[src/rtl/param_prio_scan_enco.sv]
// Sequential priority scanner: captures a request vector and emits the index of
// every set bit, one per handshake, in fixed priority order.
module param_prio_scan_enco #(
   parameter int WIDTH     = 8,
   parameter bit MSB_FIRST = 1'b0,
   localparam int IDX_W    = $clog2(WIDTH)
) (
   input  logic             clk,
   input  logic             rst,
   input  logic             in_valid,
   output logic             in_ready,
   input  logic [WIDTH-1:0] d_in,
   output logic             out_valid,
   input  logic             out_ready,
   output logic [IDX_W-1:0] d_out,
   output logic             out_last,
   output logic             out_none,
   output logic [1:0]       dbg_state
);

   // Handshakes: a transfer happens on a rising edge where valid and ready are
   // both high; valid never depends combinationally on ready, and the payload
   // is held stable while valid is high and ready is low.

   typedef enum logic [1:0] {
      S_IDLE  = 2'd0,
      S_SCAN  = 2'd1,
      S_EMPTY = 2'd2
   } state_t;

   state_t           state_q, state_d;
   logic [WIDTH-1:0] pend_q, pend_d;
   logic [IDX_W-1:0] sel_idx;
   logic             one_hot;

   // Later loop iterations win, so the scan direction sets the priority.
   always_comb begin
      sel_idx = '0;
      if (MSB_FIRST) begin
         for (int i = 0; i < WIDTH; i++) begin
            if (pend_q[i]) sel_idx = IDX_W'(i);
         end
      end else begin
         for (int i = WIDTH - 1; i >= 0; i--) begin
            if (pend_q[i]) sel_idx = IDX_W'(i);
         end
      end
   end

   assign one_hot = (pend_q != '0) && ((pend_q & (pend_q - WIDTH'(1))) == '0);

   always_ff @(posedge clk or posedge rst) begin
      if (rst) begin
         state_q <= S_IDLE;
         pend_q  <= '0;
      end else begin
         state_q <= state_d;
         pend_q  <= pend_d;
      end
   end

   always_comb begin
      state_d = state_q;
      pend_d  = pend_q;
      case (state_q)
         S_IDLE: begin
            if (in_valid) begin
               pend_d  = d_in;
               state_d = (d_in != '0) ? S_SCAN : S_EMPTY;
            end
         end
         S_SCAN: begin
            if (out_ready) begin
               pend_d[sel_idx] = 1'b0;
               if (one_hot) state_d = S_IDLE;
            end
         end
         S_EMPTY: begin
            if (out_ready) state_d = S_IDLE;
         end
         default: state_d = S_IDLE;
      endcase
   end

   // Outputs decode registered state only; no input reaches an output.
   always_comb begin
      in_ready  = 1'b0;
      out_valid = 1'b0;
      out_none  = 1'b0;
      out_last  = 1'b0;
      d_out     = '0;
      case (state_q)
         S_IDLE: in_ready = 1'b1;
         S_SCAN: begin
            out_valid = 1'b1;
            d_out     = sel_idx;
            out_last  = one_hot;
         end
         S_EMPTY: begin
            out_valid = 1'b1;
            out_none  = 1'b1;
            out_last  = 1'b1;
         end
         default: in_ready = 1'b1;
      endcase
   end

   assign dbg_state = state_q;

endmodule

[config.mk]
export PLATFORM = sky130hd
export DESIGN_NAME = param_prio_scan_enco
export DESIGN_NICKNAME = d
export VERILOG_FILES = /design/src/rtl/param_prio_scan_enco.sv
export SDC_FILE = /design/constraint.sdc
export NUM_CORES = 1
export LEC_CHECK = 0
export BUFFER_PORTS_ARGS = -buffer_cell sky130_fd_sc_hd__buf_2
export CAP_MARGIN = 20
export CORE_MARGIN = 2
export CORE_UTILIZATION = 54
export CTS_CLUSTER_DIAMETER = 150
export DETAILED_ROUTE_END_ITERATION = 16
export PLACE_DENSITY = 0.81
export RECOVER_POWER = 25
export SKIP_LAST_GASP = 1
export SYNTH_ARGS = -nofsm -noshare
export SYNTH_HDL_FRONTEND = slang
export SYNTH_SLANG_ARGS = --single-unit
[constraint.sdc]
create_clock -name clk -period 3.1 [get_ports clk]
set_input_delay 0.465 -clock clk [delete_from_list [all_inputs] [get_ports clk]]
set_output_delay 0.465 -clock clk [all_outputs]
set_load 0.005 [all_outputs]
==> results.cfg <==
[synth]
syn-cell-area_um2 = 757.0
ys_warn_count = 0
avgSynthCellArea_um2 = 8.701
yosysSeqAreaShare_pct = 33.06
syn-num-nets = 102
ys_top_cells_by_area = dfrtp_1 33%, ha_1 5.0%, a22o_1 4.6%
synth.distinct_cells = 33
yosysTopAreaCell = dfrtp_1
netlist.area_leader.share_pct = 33.06
synth_cells = 87
synth_seq_cells = 10

[global_routing]
overflow = 0
antenna_found_initial = 0
grt_pass1_wl_um = 2739
grt_max_degree = 15
grt_pass1_vias = 622
grt_usage_pct = 21.36

[floorplan]
die-area_mm2 = 0.001717
fp.dieW_um = 41.44
std_cell_rows = 13
start_util_pct = 58.17
die_h_um = 41.44
coreArea_mm2 = 0.001301
io_pins = 21

[place]
pre_cts_ws_ps = 793.7
dp.cells = 120
numPortBuffers = 20
hpwl_um = 1353
globalplace.congestion = 0.8167

[routing]
first_pass_iters = 4
vias = 720
wirelength_um = 1700
ant_nets = 0
wl_per_cell_um = 13.82
drc = 0
drt_iter0_drc = 15
viasPerCell = 5.854

[setup_path]
path_max_fanout = 10
cp.required_ps = 2630
critPathLaunchType = flop
crit_arrival_ps = 2120
crit_type = reg2out
end_kind = output pin

[run_status]
outcome = finished clean

[job]
drv_cap = 0

[clock_network]
clock-root-buffer = clkbuf_4
cts-hold-fix-buffers = 0
clkTransAtPathRegs_ps = 70
cts_setup_buffers = 0
cts_num_sinks = 10
cts_tree = yes
h-tree-depth = 1
ctsResizeCount = 0
clockBufferDepth = 2
insertion_delay_ps = 270
numCtsBuffers = 3

[power_and_ir_drop]
switching_share_pct = 45.77
power.leakage_uw = 0.0004206
p_int_uw = 457.7
finalPower_uw = 844.0
ir_drop_mv = 0.6452
power_frac_seq_pct = 33.0
power_density_mw_per_mm2 = 952.8
power.switching_uw = 386.3
comb_power_share_pct = 56.8
clkPwrFrac_pct = 10.2

[timing]
setup_viol = 0
fin_setup_tns_ps = 0
relSlewSlack_pct = 67.75
report.final.slew_viol_count = 0
rsz0062_at_grt = no
hold_viol = 0
worst_pin_slew_ps = 482.0
fin_ws_ps = 511.2
finalCritPeriodShare_pct = 83.51
finalClockSkew_ps = 12.00
post-route-min-period_ps = 2589
fmax_ghz = 0.3863

[layout]
syn_to_final_growth_pct = 17.02
diodes = 0
final_util_pct = 68.08
fin_nets = 125
drive_gt1_share_pct = 26.85
fin_cells = 123

[hold_path]
hold_path.class = in2async
metal layers:
layer  vias up  track usage (%)  share of wire [%]
met1       322            26.03                 43
met3         4            9.130                7.6
met5         -                0                  0
li1        364                -                  -
met2        30            33.75                 48
met4         0            7.097                1.0
synth_stat cells:
cell,count
dfrtp_1,10
nand2_1,8
inv_1,7
o21ai_0,7
a21oi_1,6
nand2b_1,5
a22o_1,4
nor2_1,4
nor4_1,4
a21o_1,3
ha_1,3
a211oi_1,2
nand3_1,2
nor2b_1,2
o211ai_1,2
a2111o_1,1
a22oi_1,1
a31oi_4,1
buf_2,1
buf_6,1
clkbuf_1,1
mux2_2,1
nor2_2,1
nor3_1,1
nor3b_1,1
o2111ai_1,1
o21a_1,1
o21bai_1,1
o311a_1,1
o31a_1,1
o32ai_2,1
or3_1,1
or4_4,1
power by group through the flow:
stage / Clock (uW) / Combinational (uW) / Sequential (uW)
floorplan: 0 / 395 / 243
global placement: 0 / 469 / 276
detailed placement: 0 / 473 / 280
CTS: 90.3 / 476 / 277
global route: 95.1 / 535 / 290
finish: 86.1 / 479 / 279
worst max-delay path, stage by stage, from the launching register on:
cell,delay (ps)
dfrtp_1,470
or4_4,590
a2111o_1,450
nand3_1,100
a21oi_1,70
nor2_1,80
buf_2,110
cell families (layout without fill, tap and decap cells):
logic type,after synthesis,in the layout,share of synthesized area (%)
compound gates,33,33,33.22
simple gates,30,30,21.16
flops,10,10,33.06
buf+inv,10,31,6.115
fa+ha+maj,3,3,4.959
mux,1,1,1.487
area by class of cell:
| class | instances | area [um^2] |
|---|---|---|
| Fill cell | 117 | 415.4 |
| Timing Repair Buffer | 21 | 107.6 |
| Multi-Input combinational cell | 67 | 460.4 |
| Tap cell | 15 | 18.77 |
| Inverter | 7 | 26.28 |
| Clock buffer | 3 | 22.52 |
| Sequential cell | 10 | 250.2 |
layout by cell type (no fill, tap or decap):
master	Yosys	layout
a2111o_1	1	1
a211oi_1	2	2
a21o_1	3	3
a21oi_1	6	6
a22o_1	4	4
a22oi_1	1	1
a31oi_4	1	1
buf_2	1	20
buf_4	0	1
clkbuf_4	0	3
dfrtp_1	10	10
ha_1	3	3
inv_1	7	7
mux2_2	1	1
nand2_1	8	8
nand2b_1	5	5
nand3_1	2	2
nor2_1	4	4
nor2_2	1	1
nor2b_1	2	2
nor3_1	1	1
nor3b_1	1	1
nor4_1	4	4
o2111ai_1	1	1
o211ai_1	2	2
o21a_1	1	1
o21ai_0	7	7
o21bai_1	1	1
o311a_1	1	1
o31a_1	1	1
o32ai_2	1	1
or3_1	1	1
or4_4	1	1
through the flow:
stage | hold WS, ps | cell area [um^2]
floorplan | 305.2 | 757.0
global placement | 458.1 | 863.3
detailed placement | 454.7 | 863.3
CTS | 162.4 | 885.9
global route | 191.8 | 885.9
finish | 155.0 | 885.9
registers in the layout, indices dropped and copies added, names as in the netlist:
| signal | flops |
|---|---|
| dbg_state | 2 |
| pend_q | 8 |
worst paths after layout:
kind	start	endpoint	slack [ps]	cells after the start
setup / recovery	pend_q[0]	out_last	510	6
hold / removal	rst	pend_q[3]	150	2
setup reg to reg	pend_q[0]	dbg_state[1]	940	5
hold reg to reg	pend_q[6]	pend_q[6]	590	1
max in group asynchronous	rst	dbg_state[0]	2670	2
min in group clk	d_in[3]	pend_q[3]	400	3
No activity file was read; power rests on OpenSTA's default activity.
